==> src/rtl/spi_ram_port_if.sv <==
// Command/response bus between the SPI slave and the RAM port:
// rx frames from the slave in, read data and its valid strobe back out.
interface spi_ram_port_if #(
  parameter int ADDR_SIZE = 8
);
  logic [ADDR_SIZE+1:0] din;
  logic                 rx_valid;
  logic [ADDR_SIZE-1:0] dout;
  logic                 tx_valid;

  modport master (output din, rx_valid, input dout, tx_valid);
  modport slave  (input din, rx_valid, output dout, tx_valid);
endinterface

==> src/rtl/spi_ram_port.sv <==
// Command-decoding single-port RAM behind an SPI slave: address load, write, read.
// Optional macro RAM_AUTO_INC_EN: post-increment wr_addr/rd_addr after write/accepted read.
module spi_ram_port #(
  parameter int ADDR_SIZE = 8,
  parameter int MEM_DEPTH = 256,
  parameter int TX_HOLD   = 8
) (
  input  logic           clk,
  input  logic           rst_n,
  spi_ram_port_if.slave  bus
);

  localparam int CNT_W = (TX_HOLD > 1) ? $clog2(TX_HOLD) : 1;

  localparam logic [1:0] OP_WR_ADDR = 2'b00;
  localparam logic [1:0] OP_WR_DATA = 2'b01;
  localparam logic [1:0] OP_RD_ADDR = 2'b10;
  localparam logic [1:0] OP_RD_DATA = 2'b11;

  typedef enum logic {IDLE, TX_BUSY} state_t;

  state_t               state, state_nxt;
  logic [ADDR_SIZE-1:0] mem [MEM_DEPTH];
  logic [ADDR_SIZE-1:0] wr_addr, wr_addr_nxt;
  logic [ADDR_SIZE-1:0] rd_addr, rd_addr_nxt;
  logic [ADDR_SIZE-1:0] dout_q;
  logic [ADDR_SIZE-1:0] payload;
  logic [1:0]           opcode;
  logic [CNT_W-1:0]     cnt, cnt_nxt;
  logic                 tx_q, tx_nxt;
  logic                 wr_en, rd_accept;

  assign opcode  = bus.din[ADDR_SIZE+1:ADDR_SIZE];
  assign payload = bus.din[ADDR_SIZE-1:0];

  assign bus.dout     = dout_q;
  assign bus.tx_valid = tx_q;

  always_comb begin
    state_nxt   = state;
    cnt_nxt     = cnt;
    tx_nxt      = tx_q;
    wr_addr_nxt = wr_addr;
    rd_addr_nxt = rd_addr;
    wr_en       = 1'b0;
    rd_accept   = 1'b0;

    // Read-data is only honoured when no byte is being shifted out.
    case (state)
      IDLE: begin
        if (bus.rx_valid && opcode == OP_RD_DATA) begin
          rd_accept = 1'b1;
          tx_nxt    = 1'b1;
          cnt_nxt   = CNT_W'(TX_HOLD - 1);
          state_nxt = TX_BUSY;
        end
      end
      TX_BUSY: begin
        if (cnt == '0) begin
          tx_nxt    = 1'b0;
          state_nxt = IDLE;
        end else begin
          cnt_nxt = cnt - CNT_W'(1);
        end
      end
      default: state_nxt = IDLE;
    endcase

    if (bus.rx_valid) begin
      case (opcode)
        OP_WR_ADDR: wr_addr_nxt = payload;
        OP_WR_DATA: wr_en       = 1'b1;
        OP_RD_ADDR: rd_addr_nxt = payload;
        default:    ;
      endcase
    end

`ifdef RAM_AUTO_INC_EN
    // Opcodes are exclusive, so an explicit load never coincides with an increment.
    if (wr_en)     wr_addr_nxt = wr_addr + ADDR_SIZE'(1);
    if (rd_accept) rd_addr_nxt = rd_addr + ADDR_SIZE'(1);
`endif
  end

  always_ff @(posedge clk or negedge rst_n) begin
    if (!rst_n) begin
      state   <= IDLE;
      cnt     <= '0;
      tx_q    <= 1'b0;
      wr_addr <= '0;
      rd_addr <= '0;
      dout_q  <= '0;
    end else begin
      state   <= state_nxt;
      cnt     <= cnt_nxt;
      tx_q    <= tx_nxt;
      wr_addr <= wr_addr_nxt;
      rd_addr <= rd_addr_nxt;
      if (rd_accept) dout_q <= mem[rd_addr];
    end
  end

  // Storage is intentionally left unreset.
  always_ff @(posedge clk) begin
    if (wr_en) mem[wr_addr] <= payload;
  end

endmodule

==> src/flat_wrapper.sv <==
// flat-port wrapper written by rule: the top's interface ports become plain ports
module spi_ram_port_flat 
#(
  parameter int ADDR_SIZE = 8,
  parameter int MEM_DEPTH = 256,
  parameter int TX_HOLD   = 8
)
  (clk, rst_n, bus_din, bus_rx_valid, bus_dout, bus_tx_valid);
  spi_ram_port_if #(.ADDR_SIZE(ADDR_SIZE)) bus_i ();
  input  logic clk;
  input  logic rst_n;
  input wire logic [$bits(bus_i.din)-1:0] bus_din;
  input wire logic [$bits(bus_i.rx_valid)-1:0] bus_rx_valid;
  output wire logic [$bits(bus_i.dout)-1:0] bus_dout;
  output wire logic [$bits(bus_i.tx_valid)-1:0] bus_tx_valid;
  assign bus_i.din = bus_din;
  assign bus_i.rx_valid = bus_rx_valid;
  assign bus_dout = bus_i.dout;
  assign bus_tx_valid = bus_i.tx_valid;
  spi_ram_port #(.ADDR_SIZE(ADDR_SIZE), .MEM_DEPTH(MEM_DEPTH), .TX_HOLD(TX_HOLD)) u_core (.clk(clk), .rst_n(rst_n), .bus(bus_i));
endmodule
==> config.mk <==
export PLATFORM = sky130hd
export DESIGN_NAME = spi_ram_port_flat
export DESIGN_NICKNAME = d
export VERILOG_FILES = /design/src/rtl/spi_ram_port_if.sv /design/src/rtl/spi_ram_port.sv /design/src/flat_wrapper.sv
export SDC_FILE = /design/constraint.sdc
export NUM_CORES = 2
export LEC_CHECK = 0
export ABC_CLOCK_PERIOD_IN_PS = 6930
export CAP_MARGIN = 25
export CORE_MARGIN = 2
export CORE_UTILIZATION = 50
export DETAILED_ROUTE_END_ITERATION = 10
export MAX_ROUTING_LAYER = met4
export PLACE_DENSITY = 0.7
export RECOVER_POWER = 25
export SETUP_SLACK_MARGIN = 0.15
export SYNTH_ARGS = -nofsm -noshare
export SYNTH_HDL_FRONTEND = slang
export SYNTH_SLANG_ARGS = --single-unit
==> constraint.sdc <==
create_clock -name clk -period 6.93 [get_ports clk]
set_input_delay 1.7325 -clock clk [delete_from_list [all_inputs] [get_ports clk]]
set_output_delay 1.7325 -clock clk [all_outputs]
set_load 0.01 [all_outputs]
==> qor.txt <==
final setup violation count = 0
reg2reg setup slack = 2.47 ns
worst slew pin tran = 3.363 ns
largest net degree at the start of global routing = 153
Vias/cell = 6.401
# port buffers = 21
critical path, cell by cell = clkbuf_1, buf_4
DRC Markers = 0
via count = 41917
die width = 408.0 µm
vias in the first global route = 40562
die height = 408.0 µm
gr ovfl total = 0
max-slew violations = 375
dpl ws = 2.093 ns
drt initial violations = 6100
fin nets = 4228
Min-Delay Path Class = flip-flop to flip-flop
first-pass GRT wire length = 293200 µm
Bufs on Longest Clock Path = 3
Yosys reg bits = 2077
post-synth cell types = 67
Synthesized Nets = 4173
Main synth FF type = edfxtp_1
WP buf/inv = 2
First-pass DRT Iterations = 6
Max transition margin = -1.242
worst path required time = 7.42 ns
Routed Antenna Nets = 0
TritonCTS clock tree = done
WS Path Type = input pin to flip-flop
# placed instances = 6195
fmax = 217.1 MHz
VDD IR max = 284.2 µV
Placeable Area = 162400 µm²
antenna violations before repair = 2
Clock Sinks = 2077
cell family with most CP delay = buffers and inverters
Max FO, Critical Path = 65
status = finished, violations left
delay of the slowest critical-path stage = 2.23 ns
DRT Wirelength = 204500 µm
cell taking the most area after synthesis = edfxtp_1
I/O pin cnt = 22
synth top area cells = edfxtp_1, mux4_2, mux2i_1, nor2_1, o22ai_1
Layout area overhead = 9.956%
synth cell count leaders = edfxtp_1, mux2i_1, nor2_1
Worst Skew = 0.03030 ns
Resize count post-CTS = 0
Crit. End Element = flip-flop
fin worst setup slack = 2.323 ns
Synth top area share = 0.7537
setup bufs post-CTS = 0
row count = 148
CTS root buf = clkbuf_16
Pwr Density = 313.2 nW/µm²
RePlAce Congestion = 0.9094
Power Total = 28.10 mW
fin crit period = 4.607 ns
register area share after synthesis = 0.7626
htree depth = 4
max-cap violations = 6
Arr. time, crit path = 5.10 ns
clk_lat worst skew = 0.84 ns
CP max stage cell = clkbuf_1
RSZ-0062 raised after global routing = false
failing checks = capacitance limit, slew limit
most numerous cell in the Yosys netlist = edfxtp_1
CTS Hold Bufs = 0
syn avg cell area = 19.62 µm²
Post-synth EDFFs = 2048
DP Wirelength = 122600 µm
Setup crit start kind = input pin
layout cells sized above 1 = 0.1606
Fin Setup TNS = 0 ns
number of synthesis warnings = 0
Fin Hold WS = 0.5079 ns
gr usage total = 0.2508
Worst-path clk slew = 0.06 ns
drt wl/cell = 31.22 µm
final critical-path share of the clock period = 0.6648
Synth async-reset ratio = 0.01396
Pleak = 28.40 nW
mapped cell area = 81600 µm²
Initial Utilization = 0.5024
cells after synthesis = 4158
final hold violations = 0
DIE AREA = 166400 µm²
CTS buffer count = 190
Finished Layout Cells = 6548
==> flip-flops by register name, summed over array words and instances, names as in the netlist <==
name,cells
u_core.state,1
u_core.cnt,3
u_core.rd_addr,8
u_core.bus.tx_valid,1
u_core.mem,2048
u_core.bus.dout,8
u_core.wr_addr,8
==> kinds of logic after synthesis <==
| logic type | after synthesis | synth area share |
|---|---|---|
| flops | 2077 | 0.7626 |
| mux | 752 | 0.1411 |
| simple gates | 564 | 0.02992 |
| compound gates | 501 | 0.04228 |
| buf+inv | 262 | 0.02384 |
| fa+ha+maj | 2 | 0.0003066 |
==> cell usage in the layout (no fill, tap or decap), drive strengths merged, types with 13 or more instances in the layout <==
cell type  count
a221oi        40
clkinv        95
bufinv        17
mux2          16
buf           93
dfrtp         29
a22oi         25
clkbuf       227
a21oi         76
mux4         309
nor4          13
o21ai         59
nor3          19
o22ai        133
o221ai        51
nor2         294
nand3         39
a211oi        42
mux2i        427
edfxtp      2048
a2111oi       23
inv           18
nand2        140
==> layer usage <==
layer	vias up	track usage	share of wire
met5	-	-	0
met4	0	0.09425	0.040
met3	380	0.04920	0.10
met2	2523	0.3727	0.47
met1	21781	0.3467	0.39
li1	17233	-	-
==> path summary, 6_finish.rpt <==
check,end,depth (start not counted),startpoint
setup reg to reg,u_core.bus.dout[6],8,u_core.rd_addr[0]
min in group asynchronous,u_core.bus.tx_valid,2,rst_n
hold reg to reg,u_core.cnt[0],1,u_core.cnt[0]
max in group asynchronous,u_core.rd_addr[1],2,rst_n
setup / recovery,u_core.mem[127][6],2,bus_din[6]
hold / removal,u_core.cnt[0],1,u_core.cnt[0]
==> power by group <==
group          internal [mW]  switching [mW]  total (mW)
sequential              13.9           0.177        14.0
combinational           1.36            2.34        3.70
clock                   5.77            4.58        10.4
total                   21.0            7.10        28.1
==> worst reg2reg max path: stages (launching register included) <==
cell and delay (ns):
dfrtp_4 1.05, buf_4 0.70, or3b_1 0.78, o22ai_1 0.33
a211oi_1 0.10, a22oi_1 0.26, a21oi_1 0.21, nor4_2 0.78
a211o_1 0.19
==> layout make-up <==
class / instances / area [µm²]
timing repair buffer: 115 / 1126
sequential: 2077 / 62240
tap: 2175 / 2721
clock inverter: 132 / 1177
inverter: 10 / 38.79
multi-input combinational: 1819 / 17470
clock buffer: 219 / 4949
antenna: 1 / 2.502
fill: 12038 / 72680
==> stage by stage <==
step	util	instance area (µm²)
floorplan	-	81600
global placement	0.5147	83590
detailed placement	0.5149	83620
CTS	0.5526	89750
global route	0.5525	89720
finish	0.5525	89720
Note: power is estimated with default switching activity, not from simulation.
